### config.mk
export PLATFORM = sky130hd
export DESIGN_NAME = branch_resolve_unit
export DESIGN_NICKNAME = d
export VERILOG_FILES = /design/src/rtl/branch_pkg.sv /design/src/rtl/bp_inflight_fifo.sv /design/src/rtl/branch_resolve_unit.sv
export SDC_FILE = /design/constraint.sdc
export NUM_CORES = 1
export LEC_CHECK = 0
export ABC_AREA = 0
export CAP_MARGIN = 20
export CORE_ASPECT_RATIO = 1.4
export CORE_MARGIN = 2
export CORE_UTILIZATION = 40
export DETAILED_ROUTE_END_ITERATION = 16
export GPL_TIMING_DRIVEN = 1
export SLEW_MARGIN = 20
export SYNTH_ARGS = -nofsm -noshare
export SYNTH_HDL_FRONTEND = slang
export SYNTH_SLANG_ARGS = --single-unit
export TNS_END_PERCENT = 1
### constraint.sdc
create_clock -name clk -period 9.5 [get_ports clk]
set_input_delay 1.9 -clock clk [delete_from_list [all_inputs] [get_ports clk]]
set_output_delay 1.9 -clock clk [all_outputs]
set_load 0.05 [all_outputs]
### src/rtl/branch_pkg.sv
// Types and constants shared by the branch predictor and its resolution unit.
// Both sides agree on the in-flight entry layout and the training packet width.
package branch_pkg;

    localparam int BP_DBITS    = 32;
    localparam int BP_GHR_BITS = 8;
    localparam int BP_DEPTH    = 4;
    localparam int BP_INSTSIZE = 4;

    typedef struct packed {
        logic [BP_DBITS-1:0]    pc;
        logic [BP_DBITS-1:0]    pred_pc;
        logic [BP_GHR_BITS-1:0] bhr;
    } bp_entry_t;

    // Training packet: {valid, taken, pc, target, bhr}
    localparam int BP_UPD_W = 2 + 2 * BP_DBITS + BP_GHR_BITS;

endpackage

### src/rtl/bp_inflight_fifo.sv
// In-order queue of outstanding predictions. The head is read combinationally
// so the resolver can compare it in the same cycle the instruction leaves AGEX.
module bp_inflight_fifo
    import branch_pkg::*;
#(
    parameter int WIDTH = $bits(bp_entry_t),
    parameter int DEPTH = BP_DEPTH
) (
    input  logic             clk,
    input  logic             reset,
    input  logic             clear,
    input  logic             push,
    input  logic             pop,
    input  logic [WIDTH-1:0] wdata,
    output logic [WIDTH-1:0] rdata,
    output logic             full,
    output logic             empty
);
    localparam int AW = $clog2(DEPTH);

    logic [WIDTH-1:0] mem [DEPTH];
    logic [AW-1:0]    wr_ptr_reg;
    logic [AW-1:0]    rd_ptr_reg;
    logic [AW:0]      count_reg;

    // Storage carries no reset; validity is tracked purely by the pointers.
    always_ff @(posedge clk) begin
        if (push && !clear) begin
            mem[wr_ptr_reg] <= wdata;
        end
    end

    always_ff @(posedge clk) begin
        if (reset || clear) begin
            wr_ptr_reg <= '0;
            rd_ptr_reg <= '0;
            count_reg  <= '0;
        end else begin
            if (push) wr_ptr_reg <= wr_ptr_reg + 1'b1;
            if (pop)  rd_ptr_reg <= rd_ptr_reg + 1'b1;
            if (push && !pop) begin
                count_reg <= count_reg + 1'b1;
            end else if (pop && !push) begin
                count_reg <= count_reg - 1'b1;
            end
        end
    end

    assign rdata = mem[rd_ptr_reg];
    assign full  = (count_reg == (AW+1)'(DEPTH));
    assign empty = (count_reg == '0);

endmodule

### src/rtl/branch_resolve_unit.sv
// Checks each FE prediction against the AGEX outcome, producing predictor
// training packets, a registered redirect flush and saturating statistics.
module branch_resolve_unit
    import branch_pkg::*;
#(
    parameter int DBITS    = BP_DBITS,
    parameter int GHR_BITS = BP_GHR_BITS,
    parameter int DEPTH    = BP_DEPTH,
    parameter int INSTSIZE = BP_INSTSIZE
) (
    input  logic                clk,
    input  logic                reset,
    input  logic                fe_valid,
    input  logic [DBITS-1:0]    fe_pc,
    input  logic [DBITS-1:0]    fe_pred_pc,
    input  logic [GHR_BITS-1:0] fe_bhr,
    output logic                fe_stall,
    input  logic                agex_valid,
    input  logic [DBITS-1:0]    agex_pc,
    input  logic                agex_is_br,
    input  logic                agex_taken,
    input  logic [DBITS-1:0]    agex_target,
    output logic                upd_valid,
    output logic                upd_taken,
    output logic [DBITS-1:0]    upd_pc,
    output logic [DBITS-1:0]    upd_target,
    output logic [GHR_BITS-1:0] upd_bhr,
    output logic                flush,
    output logic [DBITS-1:0]    flush_pc,
    output logic [31:0]         br_count,
    output logic [31:0]         mp_count,
    output logic                proto_err
);
    typedef struct packed {
        logic [DBITS-1:0]    pc;
        logic [DBITS-1:0]    pred_pc;
        logic [GHR_BITS-1:0] bhr;
    } entry_t;

    entry_t        wr_entry;
    entry_t        head;
    logic          q_full;
    logic          q_empty;
    logic          push_ok;
    logic          pop_ok;
    logic          mispredict;
    logic [DBITS-1:0] actual_next;

    logic                upd_valid_reg;
    logic                upd_taken_reg;
    logic [DBITS-1:0]    upd_pc_reg;
    logic [DBITS-1:0]    upd_target_reg;
    logic [GHR_BITS-1:0] upd_bhr_reg;
    logic                flush_reg;
    logic [DBITS-1:0]    flush_pc_reg;
    logic [31:0]         br_count_reg;
    logic [31:0]         mp_count_reg;
    logic                proto_err_reg;

    assign wr_entry = '{pc: fe_pc, pred_pc: fe_pred_pc, bhr: fe_bhr};

    // The flush cycle discards the whole queue, so nothing else may move then.
    // A push into a full queue is accepted when a pop frees the head slot.
    assign pop_ok  = agex_valid && !flush_reg && !q_empty;
    assign push_ok = fe_valid && !flush_reg && (!q_full || pop_ok);

    bp_inflight_fifo #(
        .WIDTH($bits(entry_t)),
        .DEPTH(DEPTH)
    ) u_fifo (
        .clk   (clk),
        .reset (reset),
        .clear (flush_reg),
        .push  (push_ok),
        .pop   (pop_ok),
        .wdata (wr_entry),
        .rdata (head),
        .full  (q_full),
        .empty (q_empty)
    );

    assign fe_stall    = q_full;
    assign actual_next = (agex_is_br && agex_taken) ? agex_target
                                                    : agex_pc + DBITS'(INSTSIZE);
    assign mispredict  = (actual_next != head.pred_pc);

    always_ff @(posedge clk) begin
        if (reset) begin
            upd_valid_reg  <= 1'b0;
            upd_taken_reg  <= 1'b0;
            upd_pc_reg     <= '0;
            upd_target_reg <= '0;
            upd_bhr_reg    <= '0;
            flush_reg      <= 1'b0;
            flush_pc_reg   <= '0;
            br_count_reg   <= '0;
            mp_count_reg   <= '0;
            proto_err_reg  <= 1'b0;
        end else begin
            upd_valid_reg <= pop_ok && agex_is_br;
            flush_reg     <= pop_ok && mispredict;
            if (pop_ok && agex_is_br) begin
                upd_taken_reg  <= agex_taken;
                upd_pc_reg     <= agex_pc;
                upd_target_reg <= agex_target;
                upd_bhr_reg    <= head.bhr;
            end
            if (pop_ok && mispredict) begin
                flush_pc_reg <= actual_next;
            end
            if (pop_ok && agex_is_br && br_count_reg != 32'hFFFF_FFFF) begin
                br_count_reg <= br_count_reg + 32'd1;
            end
            if (pop_ok && mispredict && mp_count_reg != 32'hFFFF_FFFF) begin
                mp_count_reg <= mp_count_reg + 32'd1;
            end
            // A stray pop or a head that is not the retiring instruction means
            // FE and AGEX have lost lockstep; latch it until reset.
            if (agex_valid && !flush_reg && (q_empty || head.pc != agex_pc)) begin
                proto_err_reg <= 1'b1;
            end
        end
    end

    assign upd_valid  = upd_valid_reg;
    assign upd_taken  = upd_taken_reg;
    assign upd_pc     = upd_pc_reg;
    assign upd_target = upd_target_reg;
    assign upd_bhr    = upd_bhr_reg;
    assign flush      = flush_reg;
    assign flush_pc   = flush_pc_reg;
    assign br_count   = br_count_reg;
    assign mp_count   = mp_count_reg;
    assign proto_err  = proto_err_reg;

endmodule
Word-level counts from Yosys, hierarchy flattened
Memory sizes are Yosys's and may differ from the RTL's. A register that Yosys moved wholly into a read port is not among the register bits.
Index checks and enable logic that the tools add are counted.
{"block": "word_totals", "memories": 1, "in_bits": 142, "mem_bits_rw": 288, "register_bits": 179, "rom_bits": 0, "latch_bits": 0}
{"name": "u_fifo.mem", "words": 4, "word_bits": 72, "read_ports": 1, "rd_clocked_by_memory_dff": 1, "wr": 1, "line": "bp_inflight_fifo.sv:21", "text": "logic [WIDTH-1:0] mem [DEPTH];"}
{"block": "op_classes", "n_eq_ne": 5, "magnitude_cmp": 0, "shift": 0, "addsub": 7, "n_mux": 7, "n_div": 0, "mul": 0, "reduce_logical": 23, "n_bitwise": 0}
{"operator": "adder 32 x 1 -> 32 bit (second input constant)", "n": 2}
{"operator": "inequality test 32 bit", "n": 2}
{"operator": "inequality test 32 bit (second input constant)", "n": 2}
{"operator": "adder 32 x 3 -> 32 bit (second input constant)", "n": 1}
{"operator": "2-to-1 mux 32 bit", "n": 1}
{"operator": "logical AND 1 bit", "n": 13}
{"operator": "2-to-1 mux 3 bit", "n": 2}
{"operator": "logical NOT 1 bit", "n": 5}
{"operator": "adder 2 x 1 -> 2 bit (second input constant)", "n": 2}
{"operator": "2-to-1 mux 2 bit", "n": 2}
{"operator": "adder 3 x 1 -> 3 bit (second input constant)", "n": 1}
{"operator": "== test 3 bit (second input constant)", "n": 1}
{"operator": "logical NOT 3 bit", "n": 1}
{"operator": "logical OR 1 bit", "n": 3}
{"operator": "subtractor 3 x 1 -> 3 bit (second input constant)", "n": 1}
{"operator": "2-to-1 mux 1 bit", "n": 2}
{"operator": "nonzero test 2 bit", "n": 1}

Longest topological paths before layout
{"block": "depth", "word_depth": 9, "ltp_mapped": 14, "ltp_nobuf": 10}

By module
A second synthesis with hierarchy kept.
{"block": "unflattened", "cells_unflattened": 1625, "hier_area_um2": 20304.5}
{"module": "bp_inflight_fifo", "area_each_um2": 10909.2, "seq_area_each_um2": 8828.5, "cells_per_inst": 422, "n_inst": 1}
{"module": "branch_resolve_unit", "area_each_um2": 9395.3, "seq_area_each_um2": 3443.3, "cells_per_inst": 1203, "n_inst": 1}

Least setup slack after synthesis
OpenSTA, ideal clock, no wires.
{"block": "synth_timing", "path_kind": "input-to-reg", "startpoint": "input agex_pc[2]", "endpoint": "register mp_count_reg[17] (netlist: mp_count[17])", "stages": 13, "arrival_ns": 4.859, "path_buffers": 3, "slack_ns": 4.520, "cell_sequence": "ha_1 -> nand4_1 -> or2_2 -> clkbuf_1 -> or4_1 -> a31o_2 -> xnor2_1 -> a2111oi_0 -> and4_4 -> buf_6 -> buf_6 -> nor3_2 -> mux2_4"}
{"block": "synth_between", "elab_chain_len": 5}
{"element": "from (decl)", "line": "branch_resolve_unit.sv:19", "text": "input logic [DBITS-1:0] agex_pc,"}
{"element": "adder 32 x 3 -> 32 bit", "line": "branch_resolve_unit.sv:84", "text": ": agex_pc + DBITS'(INSTSIZE);"}
{"element": "2-to-1 mux 32 bit", "line": "branch_resolve_unit.sv:83", "text": "assign actual_next = (agex_is_br && agex_taken) ? agex_target"}
{"element": "inequality test 32 bit", "line": "branch_resolve_unit.sv:85", "text": "assign mispredict = (actual_next != head.pred_pc);"}
{"element": "logical AND 1 bit (2 in a row)", "line": "branch_resolve_unit.sv:114", "text": "if (pop_ok && mispredict && mp_count_reg != 32'hFFFF_FFFF) begin"}
{"element": "to (signal assigned)", "line": "branch_resolve_unit.sv:115", "text": "mp_count_reg <= mp_count_reg + 32'd1;"}
{"element": "to (decl)", "line": "branch_resolve_unit.sv:57", "text": "logic [31:0] mp_count_reg;"}
No other way between the ends.
A chain may end at the register's enable or synchronous reset.

Final worst setup path
{"block": "layout_timing", "startpoint": "input agex_pc[3]", "endpoint": "register flush_pc_reg[15] (netlist: flush_pc[15])"}
{"block": "layout_between", "elab_chain_len": 4}
{"element": "adder 32 x 3 -> 32 bit *", "line": "branch_resolve_unit.sv:84"}
{"element": "2-to-1 mux 32 bit *", "line": "branch_resolve_unit.sv:83"}
{"element": "inequality test 32 bit", "line": "branch_resolve_unit.sv:85"}
{"element": "logical AND 1 bit", "line": "branch_resolve_unit.sv:108", "text": "if (pop_ok && mispredict) begin"}
{"element": "to (signal assigned)", "line": "branch_resolve_unit.sv:109", "text": "flush_pc_reg <= actual_next;"}
{"element": "to (decl)", "line": "branch_resolve_unit.sv:55", "text": "logic [DBITS-1:0] flush_pc_reg;"}
Mark *: on every way between the ends. The rest lies on a longest branch, timed or not.

==> flow_metrics.py <==
metrics = {
    "synth": {
        "yosysWarnings": 0,
        "synth_xor_area_share_pct": 5.093,
        "mappedNetlistArea_um2": 19930,
        "synth_compound_area_share_pct": 7.209,
        "synthDistinctLibCells": 67,
        "muxShareOfSynthArea_pct": 9.199,
        "synth_adder_area_share_pct": 0.6028,
        "syn-num-nets": 1759,
        "ys_seq_area_share_pct": 61.59,
        "synthArstFlopShare_pct": 0,
        "yosys_register_bits": 469,
        "synthSimpleGateAreaFrac_pct": 13.64,
        "synth_top_family_by_area": "simple AND/OR/NAND/NOR gates",
        "synth-main-ff-cell": "edfxtp_1",
        "synth.avg_cell_area_um2": 12.39,
        "synth-edff-count": 288,
        "synth_cells": 1608,
    },
    "hold_path": {
        "hp-class": "register to register",
    },
    "critical_path": {
        "crit_type": "primary input to register",
        "crit_required_ns": 9.96,
        "cp_data_arrival_time_ns": 6.92,
        "cp-start-kind": "primary input",
        "cp_max_fo": 76,
        "endpoint_kind": "register",
        "r2r_setup_slack_ns": 5.04,
    },
    "die": {
        "pin_count": 315,
        "die_area_um2": 51640,
        "rows": 96,
        "initial_utilization_pct": 40.56,
        "die_y_um": 268.1,
        "core_area_um2": 49130,
        "die_x_um": 192.6,
    },
    "sta": {
        "clock-skew-final_ns": 0.02499,
        "rsz0062_at_grt": "false",
        "slew_violations": 0,
        "final.setup.tns_ns": 0,
        "finalSetupViolations": 0,
        "worstMarginPinSlew_ns": 1.053,
        "max_slew_margin_pct": 29.56,
        "fin_crit_sh_pct": 68.10,
        "fmax_mhz": 154.6,
        "fin_crit_ns": 6.469,
        "hold_violations": 0,
    },
    "global_route": {
        "grt_usage_pct": 23.21,
        "grt_max_degree": 96,
        "grt_pass1_wl_mm": 88.09,
        "overflow": 0,
        "grt_pass1_vias": 13900,
        "antenna_found_initial": 3,
    },
    "cts": {
        "htreeDepth": 2,
        "cts_buffers": 46,
        "cts_tree": "built",
        "ctsLongestPathBuffers": 3,
        "ctsResizeCount": 0,
        "postCtsHoldBufs": 0,
        "root_buffer": "clkbuf_16",
        "cts_sinks": 469,
        "clk_pin_slew_worst_paths_ns": 0.06,
        "post_cts_buffers": 0,
        "clock_latency_ns": 0.57,
    },
    "cells_and_area": {
        "finalInstanceArea_um2": 25050,
        "areaGrowthSynthToFinish_pct": 25.73,
        "largest_reg_flops": 288,
        "top_register": "u_fifo.mem",
        "nets": 2027,
        "drive_gt1_share_pct": 10.31,
    },
    "placed_design": {
        "port-buffer-count": 314,
        "dpl.hpwl_mm": 43.51,
        "place_area_um2": 23540,
        "gp_congestion": 0.8909,
    },
    "status": {
        "status": "completed",
    },
    "route": {
        "num_vias": 14030,
        "firstDrtPassIters": 7,
        "final_antenna_net_count": 0,
        "route.detailed.drc": 0,
        "drtIter0Drc": 989,
        "wire_per_inst_um": 23.74,
        "via_per_inst": 5.503,
        "routed_wl_mm": 60.51,
    },
    "pwr": {
        "leakagePower_nw": 8.014,
        "ir_drop_mv": 0.1437,
        "p_per_area_nw_per_um2": 234.3,
    },
    "run": {
        "drv_cap": 0,
    },
}
[where the power goes]
group          internal, W  total [W]  switching [W]
clock              0.00104    0.00181       0.000772
combinational     0.000596    0.00157       0.000971
sequential         0.00239    0.00249       0.000103
total              0.00402    0.00587        0.00184
[layout by cell type (no fill, tap or decap), types with 5 or more instances in the layout]
master	instances
clkdlybuf4s50_1	313
edfxtp_1	288
nand2_1	226
dfxtp_1	179
a21oi_1	114
nor2_1	85
mux4_2	72
xor2_1	58
nand3_1	53
xnor2_1	50
o21ai_0	47
clkbuf_16	47
nand4_1	36
or4_1	30
nor4_1	29
o31ai_1	22
nor3_1	18
or3_1	18
inv_1	17
and3_1	17
buf_4	14
mux2i_1	11
and2_1	10
clkbuf_1	9
ha_1	8
nor2b_1	7
a31o_2	7
o21a_1	7
clkinv_1	7
or2_2	6
a211oi_1	6
clkinvlp_4	6
a21boi_0	5
mux2_2	5
clkinv_2	5
[metrics by stage]
step	total power, W	hold slack (ns)	setup WS (ns)	util [%]	cells
final	0.005869	0.4522	3.031	51.00	2549
after global placement	0.004101	0.4408	2.342	47.91	2464
after global routing	0.006107	0.4714	2.723	51.00	2549
after floorplan	0.003563	0.4719	4.520	-	1608
after CTS	0.005929	0.4536	2.939	50.95	2547
after detailed placement	0.004119	0.4455	2.349	47.92	2464
[cells in the mapped netlist (3+ instances only)]
library cell	n	share of area [%]
mux2_2	5	0.28
buf_1	8	0.15
dfxtp_1	181	18
a31o_2	7	0.31
xnor2_1	50	2.2
a21oi_1	114	2.9
clkbuf_1	73	1.4
and2_1	15	0.47
nor3_2	3	0.15
nor3_1	18	0.45
a211oi_1	6	0.23
o31ai_1	22	0.83
or3_1	18	0.57
mux2_4	3	0.23
or2_2	6	0.19
nand4_1	36	1.1
buf_2	21	0.53
edfxtp_1	288	43
o21a_1	7	0.26
nand3b_1	4	0.15
mux2i_1	11	0.55
nand2_1	228	4.3
mux4_2	72	8.1
a31oi_1	4	0.13
nand2b_1	3	0.094
nor4_1	29	0.91
buf_4	3	0.11
a21boi_0	5	0.19
o21ai_0	47	1.2
or4_1	30	1.1
xor2_1	58	2.5
ha_1	8	0.50
a311oi_1	4	0.18
nor2b_1	8	0.25
inv_1	17	0.32
and3_1	17	0.53
nor2_1	86	1.6
nand3_1	53	1.3
[routing by layer]
layer,GRT usage [%],vias to the layer above,routed length [um]
li1,-,6500,-
met1,27.22,6952,22940
met3,4.231,118,3849
met4,9.222,4,2446
met5,0,-,30
met2,41.68,453,31240
[worst paths after layout]
path,startpoint,to,cells after the start
setup reg to reg,register,proto_err$_SDFFE_PP0P_,10
hold / removal,upd_target[17]$_SDFFE_PP0P_,upd_target[17]$_SDFFE_PP0P_,2
setup / recovery,agex_pc[3],flush_pc[15]$_SDFFE_PP0P_,11
hold reg to reg,upd_target[17]$_SDFFE_PP0P_,upd_target[17]$_SDFFE_PP0P_,2
[cells by family (layout without fill, tap and decap cells)]
| logic type | count (synthesis) | after routing |
|---|---|---|
| DFF | 469 | 469 |
| adders and majority gates | 9 | 9 |
| buffers and inverters | 127 | 430 |
| and+or+nand+nor | 561 | 561 |
| xor gates and xnor gates | 111 | 111 |
| other | 0 | 1 |
| muxes | 91 | 91 |
| AOI/OAI and AO/OA | 240 | 240 |
[worst max-delay path: stages]
cell and delay [ns]:
clkdlybuf4s50_1 0.75, ha_1 0.31, nand4_1 0.44, or2_2 0.53, or4_1 0.49, a31o_2 0.28, xnor2_1 0.12, a2111oi_0 0.54
and4_4 0.83, nor2_2 0.35, mux2_2 0.36
[final cells by class]
class / count / area [um2]
sequential: 469 / 12280
tap: 637 / 797.0
fill: 4294 / 24070
clock inverter: 24 / 239.0
inverter: 18 / 67.56
multi-input combinational: 1012 / 7156
clock buffer: 59 / 1251
timing repair buffer: 329 / 3261
antenna: 1 / 2.502
(Power assumes the default switching activity.)
